<file path="src/rtl/pid_pkg.sv">
// pid_pkg: shared state encoding, default width and saturation limits for the PID loop stages
package pid_pkg;
  localparam int W_DEF = 19;
  typedef enum logic [1:0] {IDLE, REQ, CALC, DONE} state_e;
  function automatic longint max_w(int w);
    return (longint'(1) << (w - 1)) - 1;
  endfunction
  function automatic longint min_w(int w);
    return -(longint'(1) << (w - 1));
  endfunction
endpackage

</file>
<file path="src/rtl/error_sampler_if.sv">
// error_sampler_if: sample strobe, setpoint, ADC handshake and error outputs of the error sampler
interface error_sampler_if #(
  parameter int W = 19,
  parameter int N = 12
);
  logic         start_i;
  logic [W-1:0] ref_i;
  logic [N-1:0] adc_data_i;
  logic         adc_valid_i;
  logic         adc_req_o;
  logic [W-1:0] ek_o;
  logic [W-1:0] ek_1_o;
  logic         en_out_o;
  logic         sat_o;
  logic         timeout_o;
  logic         busy_o;
  modport slave (
    input  start_i, ref_i, adc_data_i, adc_valid_i,
    output adc_req_o, ek_o, ek_1_o, en_out_o, sat_o, timeout_o, busy_o
  );
  modport master (
    output start_i, ref_i, adc_data_i, adc_valid_i,
    input  adc_req_o, ek_o, ek_1_o, en_out_o, sat_o, timeout_o, busy_o
  );
endinterface

</file>
<file path="src/rtl/sub_saturado.sv">
// sub_saturado: W+1-bit signed subtract a-b clamped back to W bits, with a clamp flag
module sub_saturado
  import pid_pkg::*;
#(
  parameter int W = W_DEF
) (
  input  logic [W-1:0] a_i,
  input  logic [W-1:0] b_i,
  output logic [W-1:0] y_o,
  output logic         sat_o
);
  localparam logic [W-1:0] MAX = W'(max_w(W));
  localparam logic [W-1:0] MIN = W'(min_w(W));
  logic [W:0] d;
  // the extra bit disagreeing with the W-bit sign means the result left the W-bit range
  always_comb begin
    d     = {a_i[W-1], a_i} - {b_i[W-1], b_i};
    sat_o = d[W] ^ d[W-1];
    y_o   = sat_o ? (d[W] ? MIN : MAX) : d[W-1:0];
  end
endmodule

</file>
<file path="src/rtl/error_sampler.sv">
// error_sampler: per-strobe ADC capture and saturated error e(k)=ref-y(k); ERROR_DEADBAND_EN zeroes small errors
module error_sampler
  import pid_pkg::*;
#(
  parameter int W        = W_DEF,
  parameter int N        = 12,
  parameter int SHIFT    = 6,
  parameter int TIMEOUT  = 16,
  parameter int DEADBAND = 64
) (
  input logic      clk,
  input logic      rst_n,
  error_sampler_if.slave bus
);
  localparam int CW = $clog2(TIMEOUT + 1);
  localparam logic signed [W-1:0] DB = W'(DEADBAND);
`ifdef ERROR_DEADBAND_EN
  localparam bit DB_EN = 1'b1;
`else
  localparam bit DB_EN = 1'b0;
`endif
  state_e        state_q, state_d;
  logic [CW-1:0] cnt_q, cnt_d;
  logic [N-1:0]  latch_q, latch_d;
  logic [W-1:0]  ek_q, ek_d, ek1_q, ek1_d;
  logic          sat_q, sat_d, to_q, to_d;
  logic [W-1:0]  y_w, res;
  logic signed [W-1:0] res_s;
  logic          res_sat, dead;
  assign y_w = {{(W-N-SHIFT){1'b0}}, latch_q, {SHIFT{1'b0}}};
  sub_saturado #(.W(W)) u_sub (
    .a_i  (bus.ref_i),
    .b_i  (y_w),
    .y_o  (res),
    .sat_o(res_sat)
  );
  // deadband applies after clamping and never touches the sat flag
  always_comb begin
    res_s = res;
    dead  = DB_EN && (res_s < DB) && (res_s > -DB);
  end
  // next-state: strobe -> request -> compute -> publish, with a bounded ADC wait
  always_comb begin
    state_d = state_q;
    cnt_d   = cnt_q;
    latch_d = latch_q;
    ek_d    = ek_q;
    ek1_d   = ek1_q;
    sat_d   = sat_q;
    to_d    = 1'b0;
    case (state_q)
      IDLE: if (bus.start_i) begin
        state_d = REQ;
        cnt_d   = '0;
      end
      REQ: if (bus.adc_valid_i) begin
        latch_d = bus.adc_data_i;
        state_d = CALC;
      end else if (cnt_q == CW'(TIMEOUT - 1)) begin
        state_d = IDLE;
        to_d    = 1'b1;
      end else begin
        cnt_d = cnt_q + 1'b1;
      end
      CALC: begin
        ek1_d   = ek_q;
        ek_d    = dead ? '0 : res;
        sat_d   = res_sat;
        state_d = DONE;
      end
      default: state_d = IDLE;
    endcase
  end
  // state and datapath registers; reset drops any in-flight sample
  always_ff @(posedge clk or negedge rst_n) begin
    if (!rst_n) begin
      state_q <= IDLE;
      cnt_q   <= '0;
      latch_q <= '0;
      ek_q    <= '0;
      ek1_q   <= '0;
      sat_q   <= 1'b0;
      to_q    <= 1'b0;
    end else begin
      state_q <= state_d;
      cnt_q   <= cnt_d;
      latch_q <= latch_d;
      ek_q    <= ek_d;
      ek1_q   <= ek1_d;
      sat_q   <= sat_d;
      to_q    <= to_d;
    end
  end
  assign bus.adc_req_o = state_q == REQ;
  assign bus.en_out_o  = state_q == DONE;
  assign bus.busy_o    = state_q != IDLE;
  assign bus.ek_o      = ek_q;
  assign bus.ek_1_o    = ek1_q;
  assign bus.sat_o     = sat_q;
  assign bus.timeout_o = to_q;
endmodule

</file>
<file path="src/flat_wrapper.sv">
// flat-port wrapper written by rule: the top's interface ports become plain ports
module error_sampler_flat import pid_pkg::*;
#(
  parameter int W        = W_DEF,
  parameter int N        = 12,
  parameter int SHIFT    = 6,
  parameter int TIMEOUT  = 16,
  parameter int DEADBAND = 64
)
  (clk, rst_n, bus_start_i, bus_ref_i, bus_adc_data_i, bus_adc_valid_i, bus_adc_req_o, bus_ek_o, bus_ek_1_o, bus_en_out_o, bus_sat_o, bus_timeout_o, bus_busy_o);
  error_sampler_if #(.W(W), .N(N)) bus_i ();
  input logic clk;
  input logic rst_n;
  input wire logic [$bits(bus_i.start_i)-1:0] bus_start_i;
  input wire logic [$bits(bus_i.ref_i)-1:0] bus_ref_i;
  input wire logic [$bits(bus_i.adc_data_i)-1:0] bus_adc_data_i;
  input wire logic [$bits(bus_i.adc_valid_i)-1:0] bus_adc_valid_i;
  output wire logic [$bits(bus_i.adc_req_o)-1:0] bus_adc_req_o;
  output wire logic [$bits(bus_i.ek_o)-1:0] bus_ek_o;
  output wire logic [$bits(bus_i.ek_1_o)-1:0] bus_ek_1_o;
  output wire logic [$bits(bus_i.en_out_o)-1:0] bus_en_out_o;
  output wire logic [$bits(bus_i.sat_o)-1:0] bus_sat_o;
  output wire logic [$bits(bus_i.timeout_o)-1:0] bus_timeout_o;
  output wire logic [$bits(bus_i.busy_o)-1:0] bus_busy_o;
  assign bus_i.start_i = bus_start_i;
  assign bus_i.ref_i = bus_ref_i;
  assign bus_i.adc_data_i = bus_adc_data_i;
  assign bus_i.adc_valid_i = bus_adc_valid_i;
  assign bus_adc_req_o = bus_i.adc_req_o;
  assign bus_ek_o = bus_i.ek_o;
  assign bus_ek_1_o = bus_i.ek_1_o;
  assign bus_en_out_o = bus_i.en_out_o;
  assign bus_sat_o = bus_i.sat_o;
  assign bus_timeout_o = bus_i.timeout_o;
  assign bus_busy_o = bus_i.busy_o;
  error_sampler #(.W(W), .N(N), .SHIFT(SHIFT), .TIMEOUT(TIMEOUT), .DEADBAND(DEADBAND)) u_core (.clk(clk), .rst_n(rst_n), .bus(bus_i));
endmodule
</file>
<file path="config.mk">
export PLATFORM = sky130hd
export DESIGN_NAME = error_sampler_flat
export DESIGN_NICKNAME = d
export VERILOG_FILES = /design/src/rtl/pid_pkg.sv /design/src/rtl/error_sampler_if.sv /design/src/rtl/sub_saturado.sv /design/src/rtl/error_sampler.sv /design/src/flat_wrapper.sv
export SDC_FILE = /design/constraint.sdc
export NUM_CORES = 1
export LEC_CHECK = 0
export BUFFER_PORTS_ARGS = -buffer_cell sky130_fd_sc_hd__buf_2
export CAP_MARGIN = 40
export CORE_AREA = 2 2 68 96
export DETAILED_ROUTE_END_ITERATION = 10
export DIE_AREA = 0 0 70 98
export PLACE_DENSITY_LB_ADDON = 0.15
export RECOVER_POWER = 100
export SYNTH_ARGS = -nofsm -noshare
export SYNTH_HDL_FRONTEND = slang
export SYNTH_SLANG_ARGS = --single-unit
</file>
<file path="constraint.sdc">
create_clock -name clk -period 2.6 [get_ports clk]
set_input_delay 0.78 -clock clk [delete_from_list [all_inputs] [get_ports clk]]
set_output_delay 0.78 -clock clk [all_outputs]
set_load 0.02 [all_outputs]
</file>
Word-level counts from Yosys, hierarchy flattened
Index checks and enable logic that the tools add are counted.
{"block": "op_classes", "add_sub_neg": 2, "eq_ne": 8, "n_mux": 13, "bitwise": 1, "n_reduce_logical": 6}
{"operator": "2-to-1 mux 19 bit", "n": 2}
{"operator": "subtractor 19 x 19 -> 20 bit", "n": 1}
{"operator": "2-to-1 mux 5 bit", "n": 3}
{"operator": "case mux 5 bit (2 select lines)", "n": 1}
{"operator": "2-to-1 mux 2 bit", "n": 3}
{"operator": "inequality test 2 bit, second input constant", "n": 3}
{"operator": "case mux 2 bit (3 select lines)", "n": 1}
{"operator": "adder 5 x 1 -> 5 bit, second input constant", "n": 1}
{"operator": "equality test 5 x 4 -> 1 bit, second input constant", "n": 1}
{"operator": "equality test 2 bit, second input constant", "n": 2}
{"operator": "AND reduction 2 bit", "n": 2}
{"operator": "AND reduction 4 bit", "n": 1}
{"operator": "nonzero test 2 bit", "n": 2}
{"operator": "2-to-1 mux 1 bit", "n": 3}
{"operator": "inequality test 3 x 2 -> 1 bit, second input constant", "n": 1}
{"operator": "equality test 2 x 1 -> 1 bit, second input constant", "n": 1}
{"operator": "logical NOT 2 bit", "n": 1}
{"operator": "bitwise XOR 1 bit", "n": 1}
{"block": "totals", "regBits": 59, "word_cells": 37}

Logic depth before layout (Yosys ltp)
Gate-level depths: netlist of the first run.
{"block": "logic_depth", "word_depth": 4, "ltp_mapped": 12, "mapped_depth_nobuf": 10}

Cells and area by module
Synthesis of the first run repeated with hierarchy kept, for this count alone.
{"block": "hier_totals", "hier_cells": 310, "hier_area_um2": 3703.6}
{"module": "error_sampler", "n_inst": 1, "cells_each": 149, "area_per_inst_um2": 2402.3}
{"module": "sub_saturado", "n_inst": 1, "cells_each": 161, "area_per_inst_um2": 1301.2}

Least setup slack after synthesis of the first run
No wires, ideal clock.
{"block": "synth_timing", "kind": "input to register", "startpoint": "in bus_ref_i[6]", "endpoint": "reg u_core.ek_q[11] (netlist: u_core.bus.ek_o[11])", "setup_ns": 0.080, "arrival_ns": 2.788, "setup_slack_ns": -0.267, "cell_stages": 12, "path_buffers": 2, "path_cell_list": "inv_1 > ha_1 > inv_1 > fa_1 > a211oi_2 > nor3_1 > o21ai_1 > o21ai_2 > o31a_1 > buf_2 > buf_6 > o22ai_2"}
{"block": "synth_via", "elab_chain_len": 3}
{"element": "start: declaration", "line_no": "flat_wrapper.sv:15", "source": "input wire logic [$bits(bus_i.ref_i)-1:0] bus_ref_i;"}
{"element": "subtractor 19 x 19 -> 20 bit *", "line_no": "sub_saturado.sv:17", "source": "d = {a_i[W-1], a_i} - {b_i[W-1], b_i};"}
{"element": "2-to-1 mux 19 bit / bitwise XOR 1 bit (equally long branches)", "line_no": "sub_saturado.sv:19, sub_saturado.sv:18"}
{"element": "2-to-1 mux 19 bit *", "line_no": "sub_saturado.sv:19", "source": "y_o = sat_o ? (d[W] ? MIN : MAX) : d[W-1:0];"}
{"element": "end signal: assignment", "line_no": "error_sampler.sv:88", "source": "ek_q <= ek_d;"}
{"element": "end: declaration", "line_no": "error_sampler.sv:25", "source": "logic [W-1:0] ek_q, ek_d, ek1_q, ek1_d;"}
Every way passes the cells marked *; elsewhere a longest branch is shown, timed or not.
A chain may end at the register's enable or synchronous reset.

Final worst setup path of the first run
{"block": "layout_timing", "startpoint": "in bus_ref_i[7]", "endpoint": "reg u_core.sat_q (netlist: u_core.bus.sat_o)"}
{"block": "layout_via", "elab_chain_len": 2}
{"element": "subtractor 19 x 19 -> 20 bit", "line_no": "sub_saturado.sv:17"}
{"element": "bitwise XOR 1 bit", "line_no": "sub_saturado.sv:18", "source": "sat_o = d[W] ^ d[W-1];"}
{"element": "end signal: assignment", "line_no": "error_sampler.sv:90", "source": "sat_q <= sat_d;"}
{"element": "end: declaration", "line_no": "error_sampler.sv:26", "source": "logic sat_q, sat_d, to_q, to_d;"}
No other way between the ends.

==> impl_metrics.py, run 1 <==
metrics = {
    "power": {
        "leakage_nw": 1.74,
        "powerDensity_nw_per_um2": 1410,
        "ir_drop_mv": 0.708,
    },
    "logic_synthesis": {
        "synth_area_leaders": "dfrtp_1 (47%), mux2_2 (11%), ha_1 (5.6%), o22ai_2 (4.0%), nor2_1 (3.4%)",
        "yosys_register_bits": 59,
        "syn_area_um2": 3130,
        "synth_edf_count": 0,
        "synth_top_area_cell": "dfrtp_1",
        "synth_cells": 283,
        "synth_top_cells_by_count": "dfrtp_1 (59), mux2_2 (31), nor2_1 (28), inv_1 (18), o21ai_0 (18)",
        "postSynth.asyncResetShare_pct": 100,
        "synth_cell_types": 53,
        "yosysMostFrequentCell": "dfrtp_1",
        "ys.flop_type": "dfrtp_1",
        "syn_nets": 333,
        "yosys_warnings": 0,
        "avgSynthCellArea_um2": 11.1,
        "yosysSeqAreaShare_pct": 47.1,
        "synth_top_area_share_pct": 47.1,
    },
    "global_route": {
        "grt_pass1_wl_um": 11400,
        "antenna_found_initial": 0,
        "grtUsageTotal_pct": 20.8,
        "grt_overflow_total": 0,
        "grt_pass1_vias": 2533,
        "grt_max_degree": 41,
    },
    "timing": {
        "hold_viol": 0,
        "finalCriticalPeriod_ns": 2.46,
        "rsz0062_at_grt": "no",
        "fin_skew_ns": 0.00954,
        "maxSlewHeadroom_pct": 18.8,
        "max_freq_ghz": 0.406,
        "hold_ws_ns": 0.501,
        "tightest_slew_ns": 1.21,
        "fin_ws_ns": 0.137,
        "report.final.slew_viol_count": 0,
        "finalSetupViolCount": 0,
        "fin_crit_sh_pct": 94.7,
    },
    "floorplanning": {
        "core-area_um2": 6040,
        "die-width_um": 70,
        "dieHeight_um": 98,
        "die-area_um2": 6860,
        "fp-row-count": 34,
        "initial_utilization_pct": 51.9,
        "num_io_pins": 78,
    },
    "clock_network": {
        "cts_resized": 0,
        "clock_latency_ns": 0.34,
        "cts_buffer_depth": 2,
        "cts.reportedPaths.clkPinSlew_ns": 0.07,
        "cts_setup_buffers": 0,
        "htreeDepth": 3,
        "cts_root_buffer": "clkbuf_8",
        "cts.sinks": 59,
        "cts.hold.buffers_added": 0,
        "cts_tree": "built",
        "tritoncts.num_buffers": 9,
    },
    "setup_path": {
        "reg2regPathDepth": 3,
        "cp-start-kind": "input port",
        "crit_fanout": 7,
        "timing.rr.start": "u_core.state_q[1]$_DFFE_PN0P_",
        "r2r_slack_ns": 0.17,
        "path_class": "in -> reg",
        "critical_path_required_ns": 2.83,
        "arrival_ns": 2.69,
        "worstSetupStartpoint": "bus_ref_i[7]",
        "timing.rr.end": "u_core.bus.ek_1_o[2]$_DFFE_PN0P_",
        "cp-end-kind": "flop",
    },
    "drt": {
        "drt_iter0_drc": 107,
        "wl_per_cell_um": 14.5,
        "totalWireLength_um": 6790,
        "vias_per_cell": 5.29,
        "postRouteAntennaNets": 0,
        "drt-pass1-iter-count": 4,
        "drc_errors": 0,
        "vias": 2479,
    },
    "placement": {
        "hpwl_um": 5040,
        "place_ws_ns": -0.210,
        "gp_congestion": 0.850,
        "port-buffer-count": 77,
    },
    "hold_path": {
        "hold_path_depth": 1,
        "hp-class": "reg -> reg",
        "hold_end": "u_core.bus.sat_o$_DFFE_PN0P_",
        "min_from": "u_core.bus.sat_o$_DFFE_PN0P_",
    },
    "finish": {
        "final_layout_size_suffix_gt1_share_pct": 34.0,
        "fin_nets": 442,
        "area_delta_synth_final_pct": 26.6,
        "antenna_cells": 0,
        "fin_util_pct": 65.7,
    },
    "run_status": {
        "status": "finished clean",
    },
    "run": {
        "maxCapViolCount": 0,
    },
}
[metrics by stage]
step	area [um2]	power, mW	TNS (ns)	instances
floorplan	3180	3.84	-0.814	283
global placement	3860	4.81	-3.07	453
finish	3970	5.59	0	469
global route	3970	6.00	0	469
CTS	4070	5.82	0	469
detailed placement	3860	4.88	-3.73	453
[how the worst max path moves through the flow]
| stage | end |
|---|---|
| after floorplan | u_core.bus.ek_o[11]$_DFFE_PN0P_ |
| after detailed placement | u_core.bus.ek_o[4]$_DFFE_PN0P_ |
| after global placement | u_core.bus.ek_o[4]$_DFFE_PN0P_ |
| final | u_core.bus.sat_o$_DFFE_PN0P_ |
| after global routing | u_core.bus.ek_o[7]$_DFFE_PN0P_ |
| after CTS | u_core.bus.ek_o[15]$_DFFE_PN0P_ |
[layout by cell type, fill, tap and decap left out, drive strengths merged, types with 3 or more instances in the layout]
cell | netlist | layout
nand2 | 10 | 10
buf | 9 | 62
clkinv | 0 | 3
a21o | 5 | 5
dfrtp | 59 | 59
xnor2 | 5 | 5
o22ai | 19 | 19
ha | 14 | 14
nor2 | 28 | 28
nand3 | 3 | 3
or3 | 3 | 3
a31oi | 3 | 3
clkbuf | 4 | 58
o21ai | 21 | 21
xor2 | 4 | 4
mux2 | 32 | 32
inv | 18 | 19
a21oi | 12 | 12
[critical path: stages]
cell	delay, ns
clkbuf_1	0.10
ha_1	0.29
nor2b_1	0.15
o2111ai_1	0.33
nand2_1	0.15
a311oi_2	0.34
xnor2_2	0.10
buf_4	0.17
mux2_1	0.29
[sequential cells by signal, summed over array words and instances, names as in the netlist]
signal and flops:
u_core.bus.timeout_o 1, u_core.bus.ek_o 19, u_core.state_q 2, u_core.bus.ek_1_o 19
u_core.latch_q 12, u_core.cnt_q 5, u_core.bus.sat_o 1
[metal layers]
layer | up-vias | track usage [%] | share of wire [%] | wire length, um
met5 | - | 0 | 0 | 0
met4 | 0 | 7.99 | 2.1 | 144
met3 | 10 | 5.26 | 4.5 | 303
met2 | 59 | 38.2 | 53 | 3590
met1 | 1171 | 22.8 | 41 | 2760
li1 | 1239 | - | - | -
[cells by family after synthesis]
family,synth area share (%)
AOI/OAI and AO/OA,18.0
buffers and inverters,4.63
adders and majority gates,6.23
and+or+nand+nor,8.99
muxes,12.3
DFF,47.1
xor gates and xnor gates,2.76
[final cells by class]
class                           instances  area [um2]
Clock inverter                          7        91.3
Sequential cell                        59        1480
Multi-Input combinational cell        193        1500
Clock buffer                            9         124
Inverter                               18        80.1
Fill cell                             520        2070
Timing Repair Buffer                  111         603
Tap cell                               72        90.1
[report_power, final]
| part | switching [mW] | total, mW | internal (mW) |
|---|---|---|---|
| clock network | 0.382 | 0.919 | 0.537 |
| registers | 0.270 | 1.59 | 1.32 |
| logic | 1.69 | 3.08 | 1.40 |
| total | 2.34 | 5.59 | 3.25 |
(Power assumes the default switching activity.)
==> run 2: changes to the inputs <==
--- a/config.mk
+++ b/config.mk
@@ -7,11 +7,12 @@
 export LEC_CHECK = 0
 export BUFFER_PORTS_ARGS = -buffer_cell sky130_fd_sc_hd__buf_2
 export CAP_MARGIN = 40
-export CORE_AREA = 2 2 68 96
+export CORE_AREA = 2 2 73 103
 export DETAILED_ROUTE_END_ITERATION = 10
-export DIE_AREA = 0 0 70 98
-export PLACE_DENSITY_LB_ADDON = 0.15
+export DIE_AREA = 0 0 75 105
+export PLACE_DENSITY_LB_ADDON = 0.1
 export RECOVER_POWER = 100
 export SYNTH_ARGS = -nofsm -noshare
 export SYNTH_HDL_FRONTEND = slang
+export SYNTH_HIERARCHICAL = 1
 export SYNTH_SLANG_ARGS = --single-unit
==> impl_metrics.py, run 2 <==
metrics = {
    "finish": {
        "regArea_um2": 1480,
        "multi_input_area_um2": 2170,
        "fin_nets": 494,
        "fill_cells": 564,
        "antenna_cells": 0,
        "area_delta_synth_final_pct": 29.7,
        "final_layout_size_suffix_gt1_share_pct": 40.5,
        "mostFrequentLayoutCell": "dfrtp_1",
        "final_cell_mix": "dfrtp_1 (59), clkbuf_1 (43), mux2_2 (38), buf_4 (38), buf_2 (34)",
    },
    "drt": {
        "drt_iter0_drc": 131,
        "drc_errors": 0,
        "vias_per_cell": 5.10,
        "totalWireLength_um": 7710,
        "vias": 2741,
        "drt-pass1-iter-count": 4,
        "postRouteAntennaNets": 0,
        "wl_per_cell_um": 14.4,
    },
    "timing": {
        "maxSlewHeadroom_pct": 3.00,
        "report.final.slew_viol_count": 0,
        "tightest_slew_ns": 1.45,
        "max_freq_ghz": 0.357,
        "finalCriticalPeriod_ns": 2.80,
        "finalSetupViolCount": 20,
        "fin_ws_ns": -0.198,
        "rsz0062_at_grt": "yes",
        "fin_tns_setup_ns": -3.33,
        "fin_skew_ns": 0.00965,
        "hold_viol": 0,
        "fin_crit_sh_pct": 108,
    },
    "logic_synthesis": {
        "synth_top_area_share_pct": 39.9,
        "yosysSeqAreaShare_pct": 39.9,
        "yosys_register_bits": 59,
        "synth_area_leaders": "dfrtp_1 (40%), mux2_2 (12%), ha_1 (7.1%), maj3_2 (5.5%), mux2_4 (3.6%)",
        "synth_top_cells_by_count": "dfrtp_1 (59), mux2_2 (40), inv_1 (29), ha_1 (21), maj3_2 (18)",
        "synth_cells": 310,
        "postSynth.asyncResetShare_pct": 100,
        "ys.flop_type": "dfrtp_1",
        "syn_area_um2": 3700,
        "yosys_warnings": 6,
        "avgSynthCellArea_um2": 11.9,
        "synth_edf_count": 0,
        "synth_top_area_cell": "dfrtp_1",
        "yosysMostFrequentCell": "dfrtp_1",
        "synth_cell_types": 58,
    },
    "power": {
        "p_sw_share_pct": 39.6,
        "seq_power_share_pct": 26.1,
        "fin_total_pwr_mw": 6.40,
        "p_sw_mw": 2.54,
        "p_clk_share_pct": 16.0,
        "ir_drop_mv": 0.627,
        "p_comb_share_pct": 57.8,
        "intPower_mw": 3.86,
        "leakage_nw": 2.15,
        "powerDensity_nw_per_um2": 1330,
    },
    "clock_network": {
        "cts_root_buffer": "clkbuf_8",
        "tritoncts.num_buffers": 9,
        "cts.reportedPaths.clkPinSlew_ns": 0.06,
        "cts_tree": "built",
        "cts.sinks": 59,
        "cts_buffer_depth": 2,
        "clock_latency_ns": 0.34,
        "cts.hold.buffers_added": 0,
        "htreeDepth": 3,
    },
    "setup_path": {
        "r2r_slack_ns": -0.02,
        "crit_fanout": 19,
        "critical_path_required_ns": 2.82,
        "cp-end-kind": "flop",
        "arrival_ns": 3.02,
        "path_class": "in -> reg",
        "timing.rr.end": "u_core/bus.ek_o[11]$_DFFE_PN0N_",
        "cp-start-kind": "input port",
        "reg2regPathDepth": 11,
        "timing.rr.start": "u_core/latch_q[0]$_DFFE_PN0P_",
    },
    "global_route": {
        "grt_max_degree": 60,
        "grt_overflow_total": 0,
        "grtUsageTotal_pct": 21.1,
        "grt_pass1_wl_um": 12700,
        "antenna_found_initial": 0,
        "grt_pass1_vias": 2757,
    },
    "floorplanning": {
        "fp-row-count": 36,
        "core-area_um2": 6890,
        "dieHeight_um": 105,
        "die-width_um": 75,
        "initial_utilization_pct": 53.7,
        "num_io_pins": 78,
        "die-area_um2": 7880,
    },
    "placement": {
        "place_ws_ns": -0.619,
        "hpwl_um": 5750,
        "gp_congestion": 0.857,
        "port-buffer-count": 77,
    },
    "hold_path": {
        "hold_end": "u_core/bus.ek_1_o[15]$_DFFE_PN0N_",
        "min_from": "u_core/bus.ek_1_o[15]$_DFFE_PN0N_",
        "hp-class": "reg -> reg",
        "hold_path_depth": 1,
    },
    "run_status": {
        "violations": "negative setup slack",
        "status": "finished, violations left",
    },
    "run": {
        "maxCapViolCount": 0,
    },
}
## run 2: worst max-delay path by stage
stage / startpoint / slack [ns] / cells past startpoint / to
after floorplan: bus_ref_i[1] / -0.35 / 9 / u_core/bus.ek_o[15]$_DFFE_PN0N_
after global placement: bus_ref_i[1] / -0.57 / 11 / u_core/bus.ek_o[4]$_DFFE_PN0N_
after detailed placement: bus_ref_i[1] / -0.62 / 11 / u_core/bus.ek_o[5]$_DFFE_PN0N_
after CTS: bus_ref_i[1] / -0.18 / 11 / u_core/bus.ek_o[11]$_DFFE_PN0N_
after global routing: bus_ref_i[1] / -0.25 / 11 / u_core/bus.ek_o[15]$_DFFE_PN0N_
final: bus_ref_i[1] / -0.20 / 11 / u_core/bus.ek_o[11]$_DFFE_PN0N_
## run 2: logic make-up after synthesis
group / share of synthesized area (%)
xor gates and xnor gates: 4.29
adders and majority gates: 13.1
muxes: 16.7
DFF: 39.9
other: 0.101
buffers and inverters: 5.64
and+or+nand+nor: 6.72
AOI/OAI and AO/OA: 13.5
## run 2: metrics by stage
stage	instance area [um2]	cells	util (%)	hold slack (ns)
after floorplan	3850	317	-	0.479
after global placement	4600	519	66.7	0.468
after detailed placement	4600	519	66.7	0.480
after CTS	4900	537	71.1	0.433
after global routing	4800	537	69.7	0.510
final	4800	537	69.7	0.490
## run 2: power groups by stage
stage,clock network [mW],registers (mW),logic [mW]
floorplan,0,1.98,2.41
global placement,0,1.66,3.70
detailed placement,0,1.69,3.79
CTS,1.06,1.67,3.88
global route,1.09,1.74,4.05
finish,1.03,1.67,3.70
## run 2: layout make-up
class / count / share of cell area, %
timing repair buffer: 119 / 14.2
clock inverter: 5 / 2.08
clock buffer: 11 / 2.94
inverter: 29 / 2.27
sequential: 59 / 30.7
multi-input combinational: 219 / 45.3
tap: 95 / 2.47
## run 2: critical path: stages
cell	delay (ns)
buf_8	0.08
ha_4	0.18
nor2b_4	0.12
o31a_1	0.26
o31a_1	0.31
a221oi_4	0.27
buf_6	0.16
o41ai_4	0.10
buf_12	0.18
maj3_2	0.30
mux2_4	0.27
## run 2: what timing repair did
action,4_1_cts,5_1_grt
buffers inserted,2,0
pin swaps,4,2
endpoints found under the setup margin,20,20
gates resized for setup,7,2
## run 2: layer usage
| metal | wire (um) | GRT usage, % |
|---|---|---|
| met5 | 0 | 0 |
| met4 | 177 | 9.44 |
| met3 | 292 | 4.15 |
| met2 | 3900 | 34.3 |
| met1 | 3330 | 26.5 |
==> run 3: changes to the inputs <==
--- a/config.mk
+++ b/config.mk
@@ -7,12 +7,11 @@
 export LEC_CHECK = 0
 export BUFFER_PORTS_ARGS = -buffer_cell sky130_fd_sc_hd__buf_2
 export CAP_MARGIN = 40
-export CORE_AREA = 2 2 73 103
+export CORE_AREA = 2 2 70 99
 export DETAILED_ROUTE_END_ITERATION = 10
-export DIE_AREA = 0 0 75 105
+export DIE_AREA = 0 0 72 101
 export PLACE_DENSITY_LB_ADDON = 0.1
 export RECOVER_POWER = 100
 export SYNTH_ARGS = -nofsm -noshare
 export SYNTH_HDL_FRONTEND = slang
-export SYNTH_HIERARCHICAL = 1
 export SYNTH_SLANG_ARGS = --single-unit
==> impl_metrics.py, run 3 (same netlist as run 1, synthesis figures left out) <==
metrics = {
    "timing": {
        "finalCriticalPeriod_ns": 2.49,
        "hold_viol": 0,
        "tightest_slew_ns": 1.44,
        "hold_ws_ns": 0.504,
        "fin_ws_ns": 0.108,
        "finalSetupViolCount": 0,
        "maxSlewHeadroom_pct": 3.72,
        "report.final.slew_viol_count": 0,
        "fin_skew_ns": 0.0158,
        "rsz0062_at_grt": "no",
        "max_freq_ghz": 0.401,
        "fin_tns_setup_ns": 0,
        "fin_crit_sh_pct": 95.8,
    },
    "setup_path": {
        "critPathBufInv": 4,
        "cp_cell_sequence": "buf_2 -> inv_12 -> ha_4 -> inv_2 -> fa_2 -> a211oi_4 -> nor3_1 -> o21ai_1 -> o21ai_1 -> o31a_1 -> buf_12 -> o22ai_1",
        "crit_top_cell": "o21ai_1",
        "cp-end-kind": "flop",
        "timing.rr.start": "u_core.latch_q[1]$_DFFE_PN0P_",
        "reg2regPathDepth": 10,
        "crit_fanout": 18,
        "path_class": "in -> reg",
        "cp.depth": 12,
        "cp_top_family": "compound AO/OA/AOI/OAI gates",
        "arrival_ns": 2.74,
        "max_stage_delay_ns": 0.35,
        "worstSetupStartpoint": "bus_ref_i[6]",
        "slowest_stage": "fa_2",
        "cp-start-kind": "input port",
        "critical_path_required_ns": 2.85,
    },
    "global_route": {
        "grt_pass1_vias": 2504,
        "grt_overflow_total": 0,
        "grtUsageTotal_pct": 20.7,
        "grt_pass1_wl_um": 11400,
        "grt_max_degree": 60,
        "antenna_found_initial": 0,
    },
    "power": {
        "powerDensity_nw_per_um2": 1400,
        "fin_total_pwr_mw": 5.55,
        "ir_drop_mv": 0.656,
        "leakage_nw": 1.73,
    },
    "floorplanning": {
        "die-area_um2": 7270,
        "fp-row-count": 35,
        "core-area_um2": 6440,
        "initial_utilization_pct": 48.7,
        "dieHeight_um": 101,
        "die-width_um": 72,
        "num_io_pins": 78,
    },
    "finish": {
        "fin_nets": 443,
        "final_layout_size_suffix_gt1_share_pct": 33.9,
        "final_cell_mix": "dfrtp_1 (59), clkbuf_1 (45), buf_2 (33)",
        "area_delta_synth_final_pct": 26.2,
        "mostFrequentLayoutCell": "dfrtp_1",
        "antenna_cells": 0,
        "layout.cells.non_filler": 472,
        "fill_cells": 593,
    },
    "drt": {
        "vias_per_cell": 5.22,
        "drt-pass1-iter-count": 4,
        "drt_iter0_drc": 112,
        "wl_per_cell_um": 14.3,
        "totalWireLength_um": 6760,
        "vias": 2465,
        "drc_errors": 0,
        "postRouteAntennaNets": 0,
    },
    "placement": {
        "hpwl_um": 5000,
        "gp_congestion": 0.827,
        "place_ws_ns": -0.225,
        "port-buffer-count": 77,
        "placed_cells": 456,
    },
    "clock_network": {
        "cts_resized": 0,
        "cts_root_buffer": "clkbuf_8",
        "htreeDepth": 3,
        "cts.sinks": 59,
        "clock_latency_ns": 0.34,
        "cts_tree": "built",
        "tritoncts.num_buffers": 9,
        "cts.hold.buffers_added": 0,
        "cts_buffer_depth": 2,
        "cts.reportedPaths.clkPinSlew_ns": 0.06,
        "cts_setup_buffers": 0,
    },
    "run_status": {
        "status": "finished clean",
    },
    "run": {
        "maxCapViolCount": 0,
    },
    "hold_path": {
        "hp-class": "reg -> reg",
        "min_from": "u_core.bus.ek_1_o[6]$_DFFE_PN0P_",
        "hold_path_depth": 1,
    },
}
## run 3: cell types whose count changed in the layout (fill, tap and decap cells not counted), moves of 4 or more
cell and change:
a22o_1 -4, buf_4 -9, conb_1 -8, ha_4 -7, inv_1 -13, maj3_2 -18
mux2_1 -12, mux2_2 -7, nor2_1 +19, o21ai_0 +11, o22ai_1 +16, xnor2_1 -6
## run 3: path summary, 6_finish.rpt
kind	slack [ns]	to
hold reg to reg	0.50	u_core.bus.ek_1_o[6]$_DFFE_PN0P_
setup / recovery	0.11	u_core.bus.ek_o[8]$_DFFE_PN0P_
max in group asynchronous	0.86	u_core.bus.ek_o[6]$_DFFE_PN0P_
hold / removal	0.50	u_core.bus.ek_1_o[6]$_DFFE_PN0P_
min in group asynchronous	0.86	u_core.cnt_q[4]$_DFFE_PN0P_
setup reg to reg	0.28	u_core.bus.ek_o[3]$_DFFE_PN0P_
## run 3: routing by layer
metal  vias up  GRT usage [%]  wire [um]  share of wire [%]
met2        52           35.8       3590                 53
met3        10           5.50        267                4.0
met4         0           8.27        138                2.0
li1       1234              -          -                  -
met1      1169           24.1       2760                 41
met5         -              0          0                  0
## run 3: cell type report
type	instances	area [um2]	share of cell area, %
clock buffer	9	124	3.13
clock inverter	7	77.6	1.96
inverter	18	80.1	2.02
multi-input combinational	193	1500	37.8
sequential	59	1480	37.3
tap	74	92.6	2.34
timing repair buffer	112	609	15.4
## run 3: per-stage QoR
| stage | instance area [um2] | utilization [%] |
|---|---|---|
| after floorplan | 3180 | - |
| after global placement | 3880 | 60.3 |
| after detailed placement | 3880 | 60.3 |
| after CTS | 4080 | 63.4 |
| after global routing | 3960 | 61.4 |
| final | 3960 | 61.4 |
## run 3: report_power, final
part / internal (mW) / switching [mW]
clock network: 0.448 / 0.398
registers: 1.32 / 0.266
logic: 1.45 / 1.67
## run 3: worst reg2reg max path: stages, from the launching register on
cell	delay (ns)
dfrtp_1	0.37
inv_1	0.11
ha_1	0.23
nor2b_1	0.14
o2111ai_1	0.34
nand2_1	0.14
a311oi_2	0.34
xnor2_2	0.14
buf_4	0.17
buf_4	0.14
o22ai_1	0.07
